==> src/rtl/ipsxe_floating_point_fl2fl_pkg.sv <==
// Shared definitions for the fl2fl converter output path.
//   result_w()   : packed result width, exponent plus fraction (hidden one included).
//   ptr_w()      : FIFO pointer width for a power-of-two depth.
//   fill_w()     : fill-level width, wide enough to hold the value Depth itself.
//   TuserOvf/Unf : bit positions of the overflow/underflow flags in tuser.
package ipsxe_floating_point_fl2fl_pkg;

    localparam int unsigned TuserOvf = 1;
    localparam int unsigned TuserUnf = 0;
    localparam int unsigned TuserW   = 2;

    function automatic int unsigned result_w(input int unsigned exp_w, input int unsigned frac_w);
        return exp_w + frac_w;
    endfunction

    function automatic int unsigned ptr_w(input int unsigned depth);
        return $clog2(depth);
    endfunction

    // One extra bit so a completely full FIFO is distinguishable from empty.
    function automatic int unsigned fill_w(input int unsigned depth);
        return $clog2(depth) + 1;
    endfunction

endpackage

==> src/rtl/ipsxe_floating_point_fl2fl_obuf_ram_v1_0.sv <==
// Storage array for the fl2fl output buffer.
// Simple dual-port: synchronous write port, asynchronous (combinational) read port.
// Contents are never reset; validity is tracked by the owning FIFO control.
//   clk_i   : write clock
//   we_i    : write enable
//   waddr_i : write address
//   wdata_i : write data
//   raddr_i : read address
//   rdata_o : read data, combinational from raddr_i
module ipsxe_floating_point_fl2fl_obuf_ram_v1_0 #(
    parameter int unsigned Width = 66,
    parameter int unsigned Depth = 16,
    parameter int unsigned AddrW = 4
) (
    input  logic             clk_i,
    input  logic             we_i,
    input  logic [AddrW-1:0] waddr_i,
    input  logic [Width-1:0] wdata_i,
    input  logic [AddrW-1:0] raddr_i,
    output logic [Width-1:0] rdata_o
);

    logic [Width-1:0] mem_q [Depth];

    always_ff @(posedge clk_i) begin
        if (we_i) begin
            mem_q[waddr_i] <= wdata_i;
        end
    end

    assign rdata_o = mem_q[raddr_i];

endmodule

==> src/rtl/ipsxe_floating_point_fl2fl_obuf_v1_0.sv <==
// Output buffer for the fl2fl converter: a first-word fall-through FIFO that absorbs
// converter results (which cannot be back-pressured) and presents them on an AXI4-Stream
// master interface. The converter is throttled by o_prog_full; any result arriving while
// the buffer is full and not being drained is dropped and flagged by sticky o_overrun.
//   i_aclk / i_areset / i_aclken : clock, synchronous active-high reset, clock enable
//   i_axi4s_result_tdata/tvalid  : converter result, no ready
//   i_overflow / i_underflow     : converter flags, qualified by tvalid
//   o_axi4s_result_tdata/tuser/tvalid, i_axi4s_result_tready : buffered output stream
//   o_prog_full                  : fill level >= PROG_FULL_THRESH
//   o_fill_level                 : current entry count, 0..FIFO_DEPTH
//   o_overrun                    : sticky, an input result was dropped
module ipsxe_floating_point_fl2fl_obuf_v1_0
    import ipsxe_floating_point_fl2fl_pkg::*;
#(
    parameter int unsigned FLOAT_OUT_EXP    = 11,
    parameter int unsigned FLOAT_OUT_FRAC   = 53,
    parameter int unsigned FIFO_DEPTH       = 16,
    parameter int unsigned PROG_FULL_THRESH = 12,
    localparam int unsigned W  = result_w(FLOAT_OUT_EXP, FLOAT_OUT_FRAC),
    localparam int unsigned CW = fill_w(FIFO_DEPTH)
) (
    input  logic              i_aclk,
    input  logic              i_areset,
    input  logic              i_aclken,
    input  logic [W-1:0]      i_axi4s_result_tdata,
    input  logic              i_axi4s_result_tvalid,
    input  logic              i_overflow,
    input  logic              i_underflow,
    output logic [W-1:0]      o_axi4s_result_tdata,
    output logic [TuserW-1:0] o_axi4s_result_tuser,
    output logic              o_axi4s_result_tvalid,
    input  logic              i_axi4s_result_tready,
    output logic              o_prog_full,
    output logic [CW-1:0]     o_fill_level,
    output logic              o_overrun
);

    localparam int unsigned AW = ptr_w(FIFO_DEPTH);
    localparam int unsigned EW = W + TuserW;

    localparam logic [AW-1:0] PtrOne  = AW'(1);
    localparam logic [CW-1:0] CntOne  = CW'(1);
    localparam logic [CW-1:0] CntFull = CW'(FIFO_DEPTH);
    localparam logic [CW-1:0] CntProg = CW'(PROG_FULL_THRESH);

    logic [AW-1:0] wr_ptr_q, wr_ptr_d;
    logic [AW-1:0] rd_ptr_q, rd_ptr_d;
    logic [CW-1:0] count_q, count_d;
    logic [CW-1:0] fill_level_q;
    logic          prog_full_q;
    logic          overrun_q, overrun_d;

    logic          head_valid;
    logic          full;
    logic          wr_en;
    logic          rd_en;
    logic          drop;
    logic          ram_we;
    logic [EW-1:0] wr_word;
    logic [EW-1:0] rd_word;

    // Handshake decode. A full FIFO still accepts a write when the head is being read in
    // the same cycle, so continuous streaming at full depth loses nothing.
    always_comb begin
        head_valid = (count_q != '0);
        full       = (count_q == CntFull);
        rd_en      = i_aclken & head_valid & i_axi4s_result_tready;
        wr_en      = i_aclken & i_axi4s_result_tvalid & (~full | rd_en);
        drop       = i_aclken & i_axi4s_result_tvalid & full & ~rd_en;
    end

    // Pointers are exactly AW bits wide, so increment wraps naturally at FIFO_DEPTH.
    always_comb begin
        wr_ptr_d  = wr_en ? (wr_ptr_q + PtrOne) : wr_ptr_q;
        rd_ptr_d  = rd_en ? (rd_ptr_q + PtrOne) : rd_ptr_q;
        overrun_d = overrun_q | drop;
        count_d   = count_q;
        unique case ({wr_en, rd_en})
            2'b10:   count_d = count_q + CntOne;
            2'b01:   count_d = count_q - CntOne;
            default: count_d = count_q;
        endcase
    end

    // fill_level and prog_full are registered from count_d so they line up with count_q.
    always_ff @(posedge i_aclk) begin
        if (i_areset) begin
            wr_ptr_q     <= '0;
            rd_ptr_q     <= '0;
            count_q      <= '0;
            fill_level_q <= '0;
            prog_full_q  <= 1'b0;
            overrun_q    <= 1'b0;
        end else if (i_aclken) begin
            wr_ptr_q     <= wr_ptr_d;
            rd_ptr_q     <= rd_ptr_d;
            count_q      <= count_d;
            fill_level_q <= count_d;
            prog_full_q  <= (count_d >= CntProg);
            overrun_q    <= overrun_d;
        end
    end

    // Entry layout: {tuser, tdata}, flag positions taken from the shared tuser indices.
    always_comb begin
        wr_word                = '0;
        wr_word[W-1:0]         = i_axi4s_result_tdata;
        wr_word[W + TuserOvf]  = i_overflow;
        wr_word[W + TuserUnf]  = i_underflow;
    end

    // A result presented during reset must not land in the array either.
    assign ram_we = wr_en & ~i_areset;

    ipsxe_floating_point_fl2fl_obuf_ram_v1_0 #(
        .Width (EW),
        .Depth (FIFO_DEPTH),
        .AddrW (AW)
    ) u_ram (
        .clk_i   (i_aclk),
        .we_i    (ram_we),
        .waddr_i (wr_ptr_q),
        .wdata_i (wr_word),
        .raddr_i (rd_ptr_q),
        .rdata_o (rd_word)
    );

    // Head is read combinationally at rd_ptr; it only moves on a read, so the output is
    // stable while the consumer stalls.
    assign o_axi4s_result_tdata  = rd_word[W-1:0];
    assign o_axi4s_result_tuser  = rd_word[EW-1:W];
    assign o_axi4s_result_tvalid = head_valid;
    assign o_prog_full           = prog_full_q;
    assign o_fill_level          = fill_level_q;
    assign o_overrun             = overrun_q;

endmodule

==> config.mk <==
export PLATFORM = sky130hd
export DESIGN_NAME = ipsxe_floating_point_fl2fl_obuf_v1_0
export DESIGN_NICKNAME = d
export VERILOG_FILES = /design/src/rtl/ipsxe_floating_point_fl2fl_pkg.sv /design/src/rtl/ipsxe_floating_point_fl2fl_obuf_ram_v1_0.sv /design/src/rtl/ipsxe_floating_point_fl2fl_obuf_v1_0.sv
export SDC_FILE = /design/constraint.sdc
export NUM_CORES = 1
export LEC_CHECK = 0
export CORE_MARGIN = 5
export CORE_UTILIZATION = 54
export CTS_CLUSTER_DIAMETER = 40
export DETAILED_ROUTE_END_ITERATION = 8
export GPL_TIMING_DRIVEN = 0
export PLACE_DENSITY_LB_ADDON = 0.15
export SYNTH_ARGS = -nofsm -noshare
export SYNTH_HDL_FRONTEND = slang
export SYNTH_HIERARCHICAL = 1
export SYNTH_SLANG_ARGS = --single-unit
==> constraint.sdc <==
create_clock -name i_aclk -period 12.1 [get_ports i_aclk]
set_clock_uncertainty 0.05 [all_clocks]
set_input_delay 3.63 -clock i_aclk [delete_from_list [all_inputs] [get_ports i_aclk]]
set_output_delay 3.63 -clock i_aclk [all_outputs]
set_load 0.1 [all_outputs]
Word-level counts from Yosys, hierarchy flattened
Memory sizes are Yosys's and may differ from the RTL's. A register that Yosys moved wholly into a read port is not among the register bits.
Index checks and enable logic that the tools add are counted.

operators by class
  $add $sub $neg = 4
  $lt $le $gt $ge = 1
  eq/ne operators = 3
  mux-type cells = 5
  bitwise logic cells = 12
  reductions and logical operators = 3

operators with widths
  kind                   number
  $pmux W5 S2            1
  $add A4 B1 Y4 const B  2
  $mux W4                2
  $and A1 B1 Y1          7
  $add A5 B1 Y5 const B  1
  $eq A5 B5 Y1 const B   1
  $ge A5 B4 Y1 const B   1
  $reduce_bool A5 Y1     1
  $sub A5 B1 Y5 const B  1
  $reduce_and A2 Y1      2
  $not A1 Y1             3
  $eq A2 B1 Y1 const B   1
  $eq A2 B2 Y1 const B   1
  $mux W1                2
  $or A1 B1 Y1           2

word-level totals
  register bits after elaboration = 15
  RAM bits = 1056
  bits of input ports = 71
  output and inout bits = 74
  word-level logic and storage cells = 34
  memories = 1

memory list
  memory       depth  width  read ports  clocked after memory_dff  wr ports  RTL line                                        RTL
  u_ram.mem_q  16     66     1           1                         1         ipsxe_floating_point_fl2fl_obuf_ram_v1_0.sv:23  logic [Width-1:0] mem_q [Depth];

Logic depth before layout (Yosys ltp)
  depth in word-level cells = 8
  mapped depth = 10
  depth with buffers taken out = 10

By module
The synthesis kept the hierarchy.

modules (own cells, without submodules)
  module                                    instances  cells an instance  area an instance (µm²)  seq. area each (µm²)
  ipsxe_floating_point_fl2fl_obuf_ram_v1_0  1          1632               39480.4                 31710.4
  ipsxe_floating_point_fl2fl_obuf_v1_0      1          100                864.6                   300.3

Worst setup path before layout
OpenSTA, ideal clock, no wires.

  path kind = input port to flip-flop
  start point = in i_axi4s_result_tready
  end point = mem u_ram.mem_q[0][0], enable pin
  library setup time = 0.571 ns
  data arrival time = 9.282 ns
  required time = 11.479 ns
  setup slack = 2.197 ns
  cell stages on the path = 5
  path buffers = 0
  path through = inv_1 > a31oi_1 > nor2b_1 > or3b_2 > nor3_1

between the ends
  cells in the longest elaborated chain, start to end = 6

RTL lines
  item                           RTL line                                        RTL
  start, declared                ipsxe_floating_point_fl2fl_obuf_v1_0.sv:32      input logic i_axi4s_result_tready,
  $and A1 B1 Y1                  ipsxe_floating_point_fl2fl_obuf_v1_0.sv:67      rd_en = i_aclken & head_valid & i_axi4s_result_tready;
  $or A1 B1 Y1                   ipsxe_floating_point_fl2fl_obuf_v1_0.sv:68      wr_en = i_aclken & i_axi4s_result_tvalid & (~full | rd_en);
  $and A1 B1 Y1                  ipsxe_floating_point_fl2fl_obuf_v1_0.sv:68
  $and A1 B1 Y1                  ipsxe_floating_point_fl2fl_obuf_v1_0.sv:113     assign ram_we = wr_en & ~i_areset;
  named net ram_we               ipsxe_floating_point_fl2fl_obuf_v1_0.sv:58      logic ram_we;
  $mux W1                        ipsxe_floating_point_fl2fl_obuf_ram_v1_0.sv:26  if (we_i) begin
  $mux W1 (implied by the code)  ipsxe_floating_point_fl2fl_obuf_ram_v1_0.sv:27  mem_q[waddr_i] <= wdata_i;
  end, declared                  ipsxe_floating_point_fl2fl_obuf_ram_v1_0.sv:23

The timed path passes the listed nets, and every way through them passes these cells.

==> run_summary.xml <==
<?xml version="1.0" encoding="UTF-8"?>
<metrics>
  <group name="run_status">
    <metric name="run_status" unit="">finished, final reports clean</metric>
  </group>
  <group name="min_path">
    <metric name="hp-class" unit="">reg2reg</metric>
  </group>
  <group name="sta">
    <metric name="layout_min_cycle_time" unit="ns">8.07</metric>
    <metric name="final.setup.worst_slack" unit="ns">4.03</metric>
    <metric name="grt_setup_unrepaired" unit="">false</metric>
    <metric name="relSlewSlack" unit="%">33.0</metric>
    <metric name="period_share" unit="%">66.7</metric>
    <metric name="achievable-frequency" unit="MHz">124</metric>
    <metric name="finalHoldViolCount" unit="">0</metric>
    <metric name="final-setup-viol-count" unit="">0</metric>
    <metric name="tightestPinTransition" unit="ns">1.00</metric>
    <metric name="slew_viol_final" unit="">0</metric>
    <metric name="whs" unit="ns">0.428</metric>
  </group>
  <group name="floorplan">
    <metric name="std_cell_rows" unit="">100</metric>
    <metric name="fp.dieW" unit="µm">283</metric>
    <metric name="floorplan.die_area" unit="µm²">80300</metric>
    <metric name="start_util" unit="%">54.3</metric>
    <metric name="die_height" unit="µm">283</metric>
    <metric name="core_region_area" unit="µm²">74300</metric>
    <metric name="boundaryPins" unit="">145</metric>
  </group>
  <group name="synthesis">
    <metric name="asyncSetResetFlopFracSynth" unit="%">0</metric>
    <metric name="synthDistinctLibCells" unit="">40</metric>
    <metric name="synth_seq_area_share" unit="%">79.3</metric>
    <metric name="synth_top_flop_cell" unit="">edfxtp_1</metric>
    <metric name="synth_area_per_cell" unit="µm²">23.3</metric>
    <metric name="syn_area" unit="µm²">40300</metric>
    <metric name="postSynthCellCount" unit="">1732</metric>
    <metric name="synth.area.mux_share" unit="%">14.8</metric>
    <metric name="synth_compound_area_share" unit="%">2.80</metric>
    <metric name="synth_top_family_by_area" unit="">multiplexers</metric>
    <metric name="synth-seq-cells" unit="">1071</metric>
    <metric name="simple_logic_cell_fraction_of_the_synthesized_area" unit="%">1.44</metric>
    <metric name="synth-adder-area-share" unit="%">0.205</metric>
    <metric name="synth-warning-count" unit="">6</metric>
    <metric name="synth_xor_xnor_area_share" unit="%">0.217</metric>
    <metric name="number_of_synthesized_flops_with_an_enable_pin" unit="">1056</metric>
    <metric name="synthesis.nets" unit="">1809</metric>
  </group>
  <group name="pwr">
    <metric name="leakage" unit="µW">0.0153</metric>
    <metric name="finalPower" unit="µW">8720</metric>
    <metric name="power_per_cell_area" unit="nW/µm²">178</metric>
    <metric name="irDropWorstVdd" unit="mV">0.119</metric>
  </group>
  <group name="clocking">
    <metric name="cts_max_level" unit="">4</metric>
    <metric name="cts_buffer_depth" unit="">3</metric>
    <metric name="clkTransAtPathRegs" unit="ns">0.05</metric>
    <metric name="worstSkewPairLatency" unit="ns">0.69</metric>
    <metric name="numCtsBuffers" unit="">135</metric>
    <metric name="ctsResizeCount" unit="">0</metric>
    <metric name="ctsRootBufferMaster" unit="">clkbuf_16</metric>
    <metric name="postCtsSetupBuffers" unit="">0</metric>
    <metric name="cts.sink_count" unit="">1071</metric>
    <metric name="cts_tree" unit="">done</metric>
    <metric name="cts_hold_repair.buffers" unit="">0</metric>
  </group>
  <group name="routing">
    <metric name="drt_drc_violations_left" unit="">0</metric>
    <metric name="drt_iter0_drc" unit="">1701</metric>
    <metric name="ant_nets" unit="">0</metric>
    <metric name="drt-pass1-iter-count" unit="">5</metric>
    <metric name="detailroute.via_count" unit="">19400</metric>
    <metric name="routed_wire_length_per_instance" unit="µm">28.6</metric>
    <metric name="drt-total-wl" unit="µm">90900</metric>
    <metric name="detail_route.vias_per_cell" unit="">6.10</metric>
  </group>
  <group name="place">
    <metric name="dp_slack" unit="ns">4.66</metric>
    <metric name="dp_hpwl" unit="µm">56800</metric>
    <metric name="placed_cell_count" unit="">2919</metric>
    <metric name="finalWeightedCongestion" unit="">0.718</metric>
    <metric name="port_buffers" unit="">144</metric>
  </group>
  <group name="cells_and_area">
    <metric name="area_growth" unit="%">21.6</metric>
    <metric name="fin_nets" unit="">2164</metric>
    <metric name="area.sequential" unit="µm²">32000</metric>
    <metric name="layout.filler_cells" unit="">4760</metric>
    <metric name="most_frequent_standard_cell_in_the_layout_excluding_fill_and_tap_cells" unit="">edfxtp_1</metric>
    <metric name="final_cell_count_without_fillers" unit="">3176</metric>
    <metric name="drive_above_1_share" unit="%">27.9</metric>
    <metric name="multi_input_area" unit="µm²">7970</metric>
    <metric name="layout.cells.most_common_list" unit="">edfxtp_1, mux4_2, clkdlybuf4s50_1</metric>
  </group>
  <group name="global_routing">
    <metric name="grt_antenna_before_repair" unit="">10</metric>
    <metric name="first_global_vias" unit="">20600</metric>
    <metric name="first_pass_grt_wire_length" unit="µm">134000</metric>
    <metric name="grt.total_usage" unit="%">22.6</metric>
    <metric name="grt_max_degree" unit="">26</metric>
    <metric name="grt-ovfl-total" unit="">0</metric>
  </group>
  <group name="critical_path">
    <metric name="worst_ep_required_time" unit="ns">8.42</metric>
    <metric name="critical_path_class" unit="">reg2out</metric>
    <metric name="endpoint_kind" unit="">output port</metric>
    <metric name="start_kind" unit="">flop</metric>
    <metric name="worst-endpoint-arrival" unit="ns">4.39</metric>
    <metric name="maximum_net_fanout_on_the_critical_path" unit="">10</metric>
  </group>
  <group name="job">
    <metric name="timing.max_cap.violations" unit="">0</metric>
  </group>
</metrics>
-- Yosys cell counts (2+ instances only) --
library cell / instances / share of area, %
edfxtp_1: 1056 / 79
mux4_2: 264 / 15
a22oi_1: 132 / 2.5
nand2_1: 76 / 0.71
clkbuf_1: 48 / 0.45
nor2_1: 30 / 0.28
buf_4: 16 / 0.30
dfxtp_1: 15 / 0.74
buf_2: 11 / 0.14
buf_6: 7 / 0.20
nor3_1: 7 / 0.087
a21oi_1: 6 / 0.074
buf_1: 6 / 0.056
inv_1: 6 / 0.056
ha_1: 5 / 0.16
xnor2_1: 5 / 0.11
xor2_1: 5 / 0.11
nand2b_1: 4 / 0.062
mux2i_1: 3 / 0.074
nand3_1: 3 / 0.037
nor2b_1: 3 / 0.047
o21ai_0: 3 / 0.037
a31oi_1: 2 / 0.031
nand3b_1: 2 / 0.037
nand4_1: 2 / 0.031
-- through the flow --
stage                     utilization, %  setup TNS (ns)  area (µm²)
after floorplan                        -               0       40300
after global placement              57.9        -1005.32       43000
after detailed placement            59.7               0       44400
after CTS                           66.0               0       49100
after global routing                66.0               0       49100
final                               66.0               0       49100
-- cell type report --
type                            count  share of cell area [%]
Sequential cell                  1071                    65.2
Multi-Input combinational cell    567                    16.2
Clock buffer                      163                    7.42
Timing Repair Buffer              218                    5.55
Tap cell                          969                    2.47
Clock inverter                     87                    2.10
Buffer                             88                   0.931
Inverter                            6                  0.0459
Antenna cell                        7                  0.0357
-- kinds of logic (layout without fill, tap and decap cells) --
| logic type | Yosys count | after routing |
|---|---|---|
| compound gates | 151 | 151 |
| other cells | 0 | 7 |
| mux | 267 | 267 |
| buf+inv | 94 | 562 |
| flops | 1071 | 1071 |
| simple gates | 133 | 133 |
| fa+ha+maj | 6 | 6 |
| xor+xnor | 10 | 10 |
-- sequential cells by signal, indices dropped and copies added (netlist names) --
register,cells
o_fill_level,5
o_prog_full,1
u_ram/mem_q,1056
o_overrun,1
wr_ptr_q,4
rd_ptr_q,4
-- report_power, final --
part	internal (µW)	switching, µW
sequential	4090	8.02
clock	2570	1510
combinational	200	349
-- worst paths after layout --
kind	start	end	slack (ns)	depth (start not counted)
max reg2reg	o_fill_level[0]	u_ram/mem_q[0][42]	8.39	9
max	rd_ptr_q[3]	o_axi4s_result_tdata[25]	4.03	6
min reg2reg	o_overrun	o_overrun	0.43	2
min	o_overrun	o_overrun	0.43	2
-- layer usage --
layer / track usage (%) / part of all wire (%) / vias up
li1: - / - / 8180
met1: 29.9 / 39 / 10300
met2: 38.4 / 51 / 739
met3: 4.91 / 7.1 / 144
met4: 6.87 / 2.2 / 4
met5: 0 / 0.030 / -
-- critical path: stages, from the launching register on --
cell and delay, ns:
dfxtp_1 0.42, nor2b_1 0.23, clkbuf_1 0.77, clkbuf_1 0.70, a22oi_1 0.26, nand2_1 0.17
clkdlybuf4s50_1 1.15
Power figures use the tool's default switching activity.
